## src/rtl/cpu_defs_pkg.sv

```systemverilog
// Shared CPU definitions: register address type and register count.
// Imported by the decode-side scoreboard blocks.
package cpu_defs_pkg;

    localparam int REG_NUM = 32;

    typedef logic [4:0] reg_addr_t;

endpackage

```

## src/rtl/sb_busy_table.sv

```systemverilog
// Per-GPR busy bits for outstanding long-latency writes.
// Readiness treats a register cleared this cycle as ready (RF write-through).
module sb_busy_table
    import cpu_defs_pkg::*;
(
    input  logic                  clk,
    input  logic                  rst,
    input  logic                  set1,
    input  reg_addr_t             set_addr1,
    input  logic                  set2,
    input  reg_addr_t             set_addr2,
    input  logic                  clr1,
    input  reg_addr_t             clr_addr1,
    input  logic                  clr2,
    input  reg_addr_t             clr_addr2,
    input  reg_addr_t [5:0]       rd_addr,
    output logic      [5:0]       rdy
);

    logic [REG_NUM-1:0] busy;
    logic [REG_NUM-1:0] set_vec;
    logic [REG_NUM-1:0] clr_vec;

    always_comb begin
        set_vec = '0;
        clr_vec = '0;
        if (set1) set_vec[set_addr1] = 1'b1;
        if (set2) set_vec[set_addr2] = 1'b1;
        if (clr1) clr_vec[clr_addr1] = 1'b1;
        if (clr2) clr_vec[clr_addr2] = 1'b1;
        // r0 is never tracked
        set_vec[0] = 1'b0;
        clr_vec[0] = 1'b0;
    end

    // set wins over a same-cycle clear
    always_ff @(posedge clk) begin
        if (rst) begin
            busy <= '0;
        end else begin
            busy <= (busy & ~clr_vec) | set_vec;
        end
    end

    always_comb begin
        rdy = '0;
        for (int i = 0; i < 6; i++) begin
            rdy[i] = ~busy[rd_addr[i]] | clr_vec[rd_addr[i]];
        end
    end

    always_ff @(posedge clk) begin
        if (!rst) begin
            assert (!clr1 || busy[clr_addr1]);
            assert (!clr2 || busy[clr_addr2]);
            assert (!(clr1 && clr2 && clr_addr1 == clr_addr2));
        end
    end

endmodule

```

## src/rtl/issue_scoreboard.sv

```systemverilog
// Register scoreboard and dual-issue gate for the master/slave pipeline.
// Issue decisions are combinational from registered state plus this cycle.
module issue_scoreboard
    import cpu_defs_pkg::*;
#(
    parameter  int MAX_PENDING = 4,
    localparam int PW          = $clog2(MAX_PENDING + 1)
) (
    input  logic          clk,
    input  logic          rst,
    input  logic          stall_i,
    input  logic          flush_i,
    input  logic          a_valid,
    input  logic          b_valid,
    input  reg_addr_t     a_rs,
    input  reg_addr_t     a_rt,
    input  reg_addr_t     b_rs,
    input  reg_addr_t     b_rt,
    input  logic          a_rs_use,
    input  logic          a_rt_use,
    input  logic          b_rs_use,
    input  logic          b_rt_use,
    input  logic          a_wen,
    input  logic          b_wen,
    input  reg_addr_t     a_dst,
    input  reg_addr_t     b_dst,
    input  logic          a_long,
    input  logic          b_long,
    input  logic          wen1,
    input  reg_addr_t     wa1,
    input  logic          wb1_long,
    input  logic          wen2,
    input  reg_addr_t     wa2,
    input  logic          wb2_long,
    output logic          issue_a,
    output logic          issue_b,
    output logic [PW-1:0] pending,
    output logic          full
);

    logic            clr1;
    logic            clr2;
    logic            set_a;
    logic            set_b;
    logic            a_dst_chk;
    logic            b_dst_chk;
    logic            ok_a;
    logic            ok_b;
    logic            raw_ab;
    logic            waw_ab;
    logic            room_a;
    logic            room_b;
    int              pend_eff;
    reg_addr_t [5:0] rd_addr;
    logic      [5:0] rdy;

    assign clr1 = wen1 & wb1_long & (wa1 != '0);
    assign clr2 = wen2 & wb2_long & (wa2 != '0);

    assign rd_addr = {b_dst, a_dst, b_rt, b_rs, a_rt, a_rs};

    sb_busy_table u_busy (
        .clk       (clk),
        .rst       (rst),
        .set1      (set_a),
        .set_addr1 (a_dst),
        .set2      (set_b),
        .set_addr2 (b_dst),
        .clr1      (clr1),
        .clr_addr1 (wa1),
        .clr2      (clr2),
        .clr_addr2 (wa2),
        .rd_addr   (rd_addr),
        .rdy       (rdy)
    );

    // Writebacks completing this cycle free their slots immediately
    assign pend_eff = int'(pending) - int'(clr1) - int'(clr2);

    assign a_dst_chk = a_wen & (a_dst != '0);
    assign b_dst_chk = b_wen & (b_dst != '0);

    assign room_a = ~a_long | (pend_eff < MAX_PENDING);
    assign room_b = ~b_long
                  | ((pend_eff + int'(a_long & issue_a)) < MAX_PENDING);

    assign ok_a = (~a_rs_use | rdy[0])
                & (~a_rt_use | rdy[1])
                & (~a_dst_chk | rdy[4])
                & room_a;

    assign issue_a = a_valid & ok_a & ~stall_i & ~flush_i & ~rst;

    assign raw_ab = a_dst_chk
                  & ((b_rs_use & (b_rs == a_dst))
                   | (b_rt_use & (b_rt == a_dst)));
    assign waw_ab = a_dst_chk & b_wen & (b_dst == a_dst);

    assign ok_b = (~b_rs_use | rdy[2])
                & (~b_rt_use | rdy[3])
                & (~b_dst_chk | rdy[5])
                & ~raw_ab
                & ~waw_ab
                & ~(a_long & b_long)
                & room_b;

    assign issue_b = issue_a & b_valid & ok_b;

    assign set_a = issue_a & a_long & a_dst_chk;
    assign set_b = issue_b & b_long & b_dst_chk;

    always_ff @(posedge clk) begin
        if (rst) begin
            pending <= '0;
        end else begin
            pending <= pending + PW'(set_a) + PW'(set_b)
                     - PW'(clr1) - PW'(clr2);
        end
    end

    assign full = (pending == PW'(MAX_PENDING));

endmodule

```

## config.mk

```make
export PLATFORM = sky130hd
export DESIGN_NAME = issue_scoreboard
export DESIGN_NICKNAME = d
export VERILOG_FILES = /design/src/rtl/cpu_defs_pkg.sv /design/src/rtl/sb_busy_table.sv /design/src/rtl/issue_scoreboard.sv
export SDC_FILE = /design/constraint.sdc
export NUM_CORES = 1
export LEC_CHECK = 0
export ABC_AREA = 1
export ABC_CLOCK_PERIOD_IN_PS = 11730
export BUFFER_PORTS_ARGS = -buffer_cell sky130_fd_sc_hd__buf_2
export CAP_MARGIN = 20
export CELL_PAD_IN_SITES_DETAIL_PLACEMENT = 1
export CELL_PAD_IN_SITES_GLOBAL_PLACEMENT = 1
export CORE_ASPECT_RATIO = 1.2
export CORE_MARGIN = 1
export CORE_UTILIZATION = 43
export CTS_CLUSTER_DIAMETER = 40
export DETAILED_ROUTE_END_ITERATION = 8
export PLACE_DENSITY = 0.91
export SETUP_SLACK_MARGIN = 0.5
export SLEW_MARGIN = 20
export SYNTH_ARGS = -nofsm -noshare
export SYNTH_HDL_FRONTEND = slang
export SYNTH_SLANG_ARGS = --single-unit
```

## constraint.sdc

```tcl
create_clock -name clk -period 11.73 [get_ports clk]
set_clock_uncertainty 0.1 [all_clocks]
set_input_delay 1.173 -clock clk [delete_from_list [all_inputs] [get_ports clk]]
set_output_delay 1.173 -clock clk [all_outputs]
set_load 0.05 [all_outputs]
```

==> results.md, run 1 <==
* DIE WIDTH at 114.9 um
* TritonCTS buffer count at 5
* DR WL met3 at 3.867 mm
* Hold_buf cts at 0
* Num ports at 64
* Number of synthesized flops with an enable pin at 0
* Register area share after synthesis at 0.1035
* Post-CTS setup buffers at 0
* CP startpoint: b_rt[0]
* Period minus WS final at 6.083 ns
* Layout cells sized above 1 at 0.09218
* Hpwl dp at 26.62 mm
* Final Hold Viols at 0
* Status: finished, final reports clean
* Routed wl met2 at 15.93 mm
* Avg Inst Size Synth at 4.899 um2
* Max layer used: met4
* Pleak at 3.335 nW
* Vias at 10.05k
* Most Frequent Cell on Critical Path: nand2_1
* Setup WS post-layout at 5.647 ns
* Final Cycle Share at 0.5186
* Fin area at 0.007054 mm2
* Clk sinks at 34
* Final WL at 36.28 mm
* Core Region at 0.01496 mm2
* Die area at 0.01579 mm2
* Final Max Slew Viols at 0
* Remaining DRCs at 0
* Seq cells post-synth at 34
* GPL Wtd Cong at 1.039
* Antenna violations before repair at 0
* Req. time, crit path at 10.46 ns
* Synth-to-layout area growth at 7.309%
* Synthesized instance count at 1,342
* Number of detailed-routing iterations run before antenna repair at 6
* CTS resizes at 0
* Crit end category: primary output
* Largest net degree at the start of global routing at 36
* Vias in the first global route at 9,544
* WS Path Type: input port to primary output
* Row count at 49
* Post-route setup TNS at 0 ns
* Worst setup SP type: input port
* CTS tree: built
* Yosys cell types at 43
* Antenna-violating nets left at 0
* Placed Area at 0.006880 mm2
* Drt via density at 6.439
* Yosys top cell by area: nand2_1
* Crit path largest cell delay at 0.93 ns
* WP data arrival at 4.81 ns
* Cell-by-cell listing of the critical path: buf_2, clkinv_1, nor2_1, nand2_1, o2111ai_1, nand2_1, nand2_1, nand2_1, nand3_1, nand2_1, nand3_1, nand3_2, nor2_8, buf_2
* # Max-Cap Violations at 0
* Reg clk slew, reported paths at 0.06 ns
* Port bufs at 63
* Measured slew at the worst slew-check pin at 1.104 ns
* Achievable Freq at 164.4 MHz
* Total grt overflow at 0
* Synth async-reset ratio at 0
* Starting Density at 0.4394
* Avg WL per Cell at 23.24 um
* Later-pin clock latency in the skew report at 0.30 ns
* Final #Nets at 1,422
* Maximum clock path buffer count at 2
* Syn nets at 1,408
* First-pass GRT wire length at 54.34 mm
* Placed insts at 1,553
* Post-layout util at 0.4716
* DP Worst Slack at 5.779 ns
* Leading post-synthesis cells by cell area: nand2_1 26%, nand3_1 15%, nor2_1 11%
* Power per cell area at 68.32 mW/mm2
* R2R Path Start: pending[0]
* Synth Flop Type: dfxtp_1
* Die extent in y at 137.4 um
* Top fanout value on the critical path at 33
* Initial DRC count at 1,134
* Slew headroom at 0.2611
* Max IR drop VDD at 0.08520 mV
* WL met1 at 13.09 mm
* Worst hold start: pending[2]
* Overall Global Routing Usage at 0.4642
* Fillers at 2,399
* Synth top area share at 0.2615
* Root Driver: clkbuf_16
* Ys Warns at 0
* Netlist Area Pre-Place at 0.006574 mm2
* HP Class: flip-flop to flip-flop
* Crit-path slowest cell: nor2_1
* # setup viols final at 0
* RSZ-0062 raised after global routing: no
* Fin cells at 1,561
* H-tree lvl count at 2
-- critical path, delay by kind of cell --
family,cells,cell delay [ns]
buf+inv,3,1.20
simple gates,10,2.28
compound gates,1,0.16
-- worst paths after layout --
kind / to / slack (ns) / depth (start not counted)
worst max-delay path: issue_b / 5.65 / 14
worst min-delay path: pending[2] / 0.44 / 2
worst max register to register: pending[2] / 7.29 / 16
worst min register to register: pending[2] / 0.44 / 2
-- cell usage in the layout, fill, tap and decap left out, drive strengths merged, types with 2 or more instances in the layout --
| cell | netlist | layout |
|---|---|---|
| clkinv | 9 | 9 |
| nor2 | 215 | 215 |
| nor3 | 6 | 6 |
| fa | 2 | 2 |
| a31oi | 2 | 2 |
| dfxtp | 34 | 34 |
| clkbuf | 23 | 6 |
| o2111ai | 6 | 6 |
| nand4 | 20 | 20 |
| nand3b | 5 | 5 |
| o211ai | 5 | 5 |
| a221oi | 2 | 2 |
| o22ai | 8 | 8 |
| o21ai | 55 | 55 |
| ha | 6 | 6 |
| inv | 106 | 106 |
| nand3 | 200 | 200 |
| a21boi | 2 | 2 |
| buf | 35 | 65 |
| a21oi | 123 | 123 |
| xnor2 | 2 | 2 |
| nand2 | 471 | 471 |
-- cell usage after synthesis, types with 4 or more instances --
cell type and n:
o2111ai_1 6, dfxtp_1 34, o22ai_1 8, nand3_1 198
nor2_4 6, o21ai_0 49, inv_2 12, nor2_2 11
nor2_1 197, a21oi_1 123, clkbuf_1 23, o21ai_1 6
clkinv_1 9, nand3b_1 5, nand4_1 19, nand2_2 13
nand2_1 458, nor3_1 4, buf_2 30, o211ai_1 5
inv_1 93, ha_1 6
-- cells by family (layout without fill, tap and decap cells) --
group                      Yosys count  after routing  share of synthesized area
adders and majority gates            8              8                    0.01751
and+or+nand+nor                    919            919                     0.5999
DFF                                 34             34                     0.1035
xor gates and xnor gates             3              3                   0.003998
AOI/OAI and AO/OA                  205            205                     0.1662
buffers and inverters              173            187                     0.1089
other                                0              1                          0
-- metal layers --
| layer | global-route usage | up-vias |
|---|---|---|
| li1 | - | 4400 |
| met1 | 0.5251 | 4694 |
| met2 | 0.7272 | 687 |
| met3 | 0.1223 | 270 |
| met4 | 0.3939 | 0 |
| met5 | 0 | - |
-- area by class of cell --
cell class / count / area (um2) / area share
clock inverters: 1 / 30.03 / 0.004257
flip-flops and latches: 34 / 680.7 / 0.09649
multi-input cells: 1135 / 5182 / 0.7347
repair buffers: 65 / 330.3 / 0.04683
clock buffers: 6 / 138.9 / 0.01969
inverters: 115 / 434.2 / 0.06155
well taps: 204 / 255.2 / 0.03618
diodes: 1 / 2.502 / 0.0003547
-- registers in the layout (all words and copies together), names as in the netlist --
register     cells
pending          3
u_busy.busy     31
-- metrics by stage --
step	power, mW	hold WS, ns
2_1_floorplan	0.2534	0.5217
3_3_place_gp	0.3047	0.4149
3_5_place_dp	0.3115	0.4332
4_1_cts	0.4720	0.4418
5_1_grt	0.5002	0.4676
6_report	0.4820	0.4378
-- power breakdown --
| part | switching [mW] | total (mW) | internal [mW] |
|---|---|---|---|
| clock network | 0.0586 | 0.164 | 0.105 |
| logic | 0.145 | 0.199 | 0.0542 |
| registers | 0.00152 | 0.119 | 0.118 |
Power figures use the tool's default switching activity.
==> run 2: changes to the inputs <==
--- a/config.mk
+++ b/config.mk
@@ -5,18 +5,18 @@
 export SDC_FILE = /design/constraint.sdc
 export NUM_CORES = 1
 export LEC_CHECK = 0
-export ABC_AREA = 1
-export ABC_CLOCK_PERIOD_IN_PS = 11730
+export ABC_AREA = 0
+export ABC_CLOCK_PERIOD_IN_PS = 5150
 export BUFFER_PORTS_ARGS = -buffer_cell sky130_fd_sc_hd__buf_2
 export CAP_MARGIN = 20
 export CELL_PAD_IN_SITES_DETAIL_PLACEMENT = 1
 export CELL_PAD_IN_SITES_GLOBAL_PLACEMENT = 1
 export CORE_ASPECT_RATIO = 1.2
 export CORE_MARGIN = 1
-export CORE_UTILIZATION = 43
+export CORE_UTILIZATION = 41
 export CTS_CLUSTER_DIAMETER = 40
 export DETAILED_ROUTE_END_ITERATION = 8
-export PLACE_DENSITY = 0.91
+export PLACE_DENSITY = 0.82
 export SETUP_SLACK_MARGIN = 0.5
 export SLEW_MARGIN = 20
 export SYNTH_ARGS = -nofsm -noshare
==> constraint.sdc (replaced) <==
create_clock -name clk -period 5.15 [get_ports clk]
set_clock_uncertainty 0.1 [all_clocks]
set_input_delay 0.515 -clock clk [delete_from_list [all_inputs] [get_ports clk]]
set_output_delay 0.515 -clock clk [all_outputs]
set_load 0.05 [all_outputs]
==> results.md, run 2 <==
* Status: finished, final reports clean
* Clk sinks at 34
* Yosys top cell by area: mux4_2
* Die area at 0.01442 mm2
* Overall Global Routing Usage at 0.4635
* Avg WL per Cell at 33.04 um
* Port bufs at 63
* Reg clk slew, reported paths at 0.06 ns
* Overall Power at 1.021 mW
* Power per cell area at 144.0 mW/mm2
* Fin area at 0.007089 mm2
* Hold_buf cts at 0
* Die extent in y at 131.4 um
* Seq cells post-synth at 34
* Antenna-violating nets left at 0
* Final Hold Viols at 0
* Synth-to-layout area growth at 24.01%
* Ys Warns at 0
* Main combinational cell family by area after synthesis: compound AO/OA/AOI/OAI gates
* Maximum clock path buffer count at 2
* P_sw at 0.3862 mW
* Final Max Slew Viols at 0
* Slew headroom at 0.3812
* Max FFs per register at 31
* Num ports at 64
* Initial DRC count at 872
* TritonCTS buffer count at 5
* Period minus WS final at 4.583 ns
* Req. time, crit path at 5.21 ns
* Simple-Gate Fraction of Synth Area at 0.2771
* Commonest non-fill, non-tap cell in the layout: buf_4
* DP Worst Slack at 0.08965 ns
* Row count at 46
* Hpwl dp at 25.75 mm
* Leading registers by flop count: u_busy.busy: 31 flops, pending: 3 flops
* Synth top area share at 0.1300
* Leading post-synthesis cells by cell area: mux4_2 13%, dfxtp_1 12%, mux2i_1 5.3%
* GPL Wtd Cong at 1.111
* Placed insts at 983
* Measured slew at the worst slew-check pin at 0.9282 ns
* P_int at 0.6345 mW
* CTS tree: built
* Clock network power share at 0.343
* Mux cell area share after synthesis at 0.2022
* Final WL at 33.31 mm
* Largest net degree at the start of global routing at 46
* Remaining DRCs at 0
* Top Family by Delay on Critical Path: simple AND/OR/NAND/NOR gates
* Fin Hold WS at 0.5092 ns
* Synthesized instance count at 740
* Register area share after synthesis at 0.1191
* Crit path largest cell delay at 0.56 ns
* Total grt overflow at 0
* Avg Inst Size Synth at 7.725 um2
* Post-synthesis compound-gate area fraction at 0.2933
* Starting Density at 0.4263
* Number of detailed-routing iterations run before antenna repair at 5
* Syn nets at 806
* Worst setup SP type: input port
* Xor and xnor area share after synthesis at 0.02605
* Post-Synth Adder-Cell Area at 0.02014
* Largest Register: u_busy.busy
* Fin cells at 1,008
* Crit path buf inv count at 4
* Reg power frac at 0.268
* Most Frequent Cell on Critical Path: inv_2
* Final Cycle Share at 0.8899
* First-pass GRT wire length at 48.31 mm
* # Max-Cap Violations at 0
* Most common library cells after synthesis: 59 x nand2_1, 59 x nor2_1, 47 x o22ai_1
* Layout cells sized above 1 at 0.3130
* Achievable Freq at 218.2 MHz
* HP Class: flip-flop to flip-flop
* Cell-by-cell listing of the critical path: buf_2, nand3b_1, buf_4, o22ai_2, mux4_2, nor3_1, a2111oi_4, o41ai_2, or4b_4, nor3_4, inv_2, fa_1, fa_2, inv_2, ha_2, xor2_1, xnor2_1, nor2_1
* Net Sw Frac at 0.3784
* RSZ-0062 raised after global routing: no
* Power share of the combinational group at 0.390
* # setup viols final at 0
* Number of synthesized flops with an enable pin at 0
* Most frequent cells in the layout: 94 x buf_4, 59 x nor2_1, 59 x nand2_1, 59 x buf_2, 44 x o22ai_1
* Vias in the first global route at 7,321
* Crit-path slowest cell: or4b_4
* Vias at 7,621
* Post-route setup TNS at 0 ns
* Antenna violations before repair at 1
* Pleak at 2.472 nW
* WP data arrival at 4.64 ns
* Yosys cell types at 80
* WS Path Type: input port to flip-flop
* Max IR drop VDD at 0.1866 mV
* Later-pin clock latency in the skew report at 0.28 ns
* DIE WIDTH at 109.8 um
* Synth async-reset ratio at 0
* Post-layout util at 0.5286
* Core Region at 0.01341 mm2
* Crit end category: flip-flop
* Synth Flop Type: dfxtp_1
* H-tree lvl count at 2
* Setup WS post-layout at 0.5671 ns
* Root Driver: clkbuf_16
* Placed Area at 0.006631 mm2
* Netlist Area Pre-Place at 0.005717 mm2
* Top fanout value on the critical path at 9
* Final #Nets at 902
* Drt via density at 7.561
run 2: final timing paths:
check,start,endpoint,slack [ns],depth (start not counted)
worst max register to register,u_busy.busy[27],pending[2],0.70,16
worst min register to register,pending[2],pending[2],0.51,2
worst max-delay path,wa2[2],pending[2],0.57,18
worst min-delay path,pending[2],pending[2],0.51,2
run 2: final cells by class:
type / count / area, um2
multi-input cells: 617 / 4900
well taps: 168 / 210.2
flip-flops and latches: 34 / 680.7
repair buffers: 157 / 1042
clock buffers: 5 / 125.1
clock inverters: 3 / 45.04
diodes: 3 / 7.507
fillers: 1673 / 6321
inverters: 21 / 78.83
run 2: timing repair:
action | in CTS | in global routing
endpoints found under the setup margin | 1 | 2
resized for setup | 6 | 32
cloned | 0 | 1
pin swaps | 2 | 13
buffers inserted | 3 | 10
run 2: tightest hold or removal path, stage by stage (launching register included):
cell and delay (ns):
dfxtp_1 0.35, xnor2_1 0.17, nor2_1 0.04
run 2: cells by family after synthesis:
family	count (synthesis)
compound gates	233
xor+xnor	17
buf+inv	90
mux	73
fa+ha+maj	8
simple gates	285
flops	34
run 2: power by group through the flow:
stage	clock (mW)	combinational, mW	sequential (mW)
6_report	0.350	0.398	0.273
5_1_grt	0.360	0.419	0.274
4_1_cts	0.350	0.370	0.273
3_5_place_dp	0	0.364	0.279
3_3_place_gp	0	0.354	0.278
2_1_floorplan	0	0.218	0.296
run 2: per-layer routing:
layer,global-route usage,vias up,share of wire
li1,-,3120,-
met3,0.1171,166,0.12
met4,0.3089,0,0.084
met5,0,-,0
met1,0.5974,3736,0.37
met2,0.6701,599,0.43
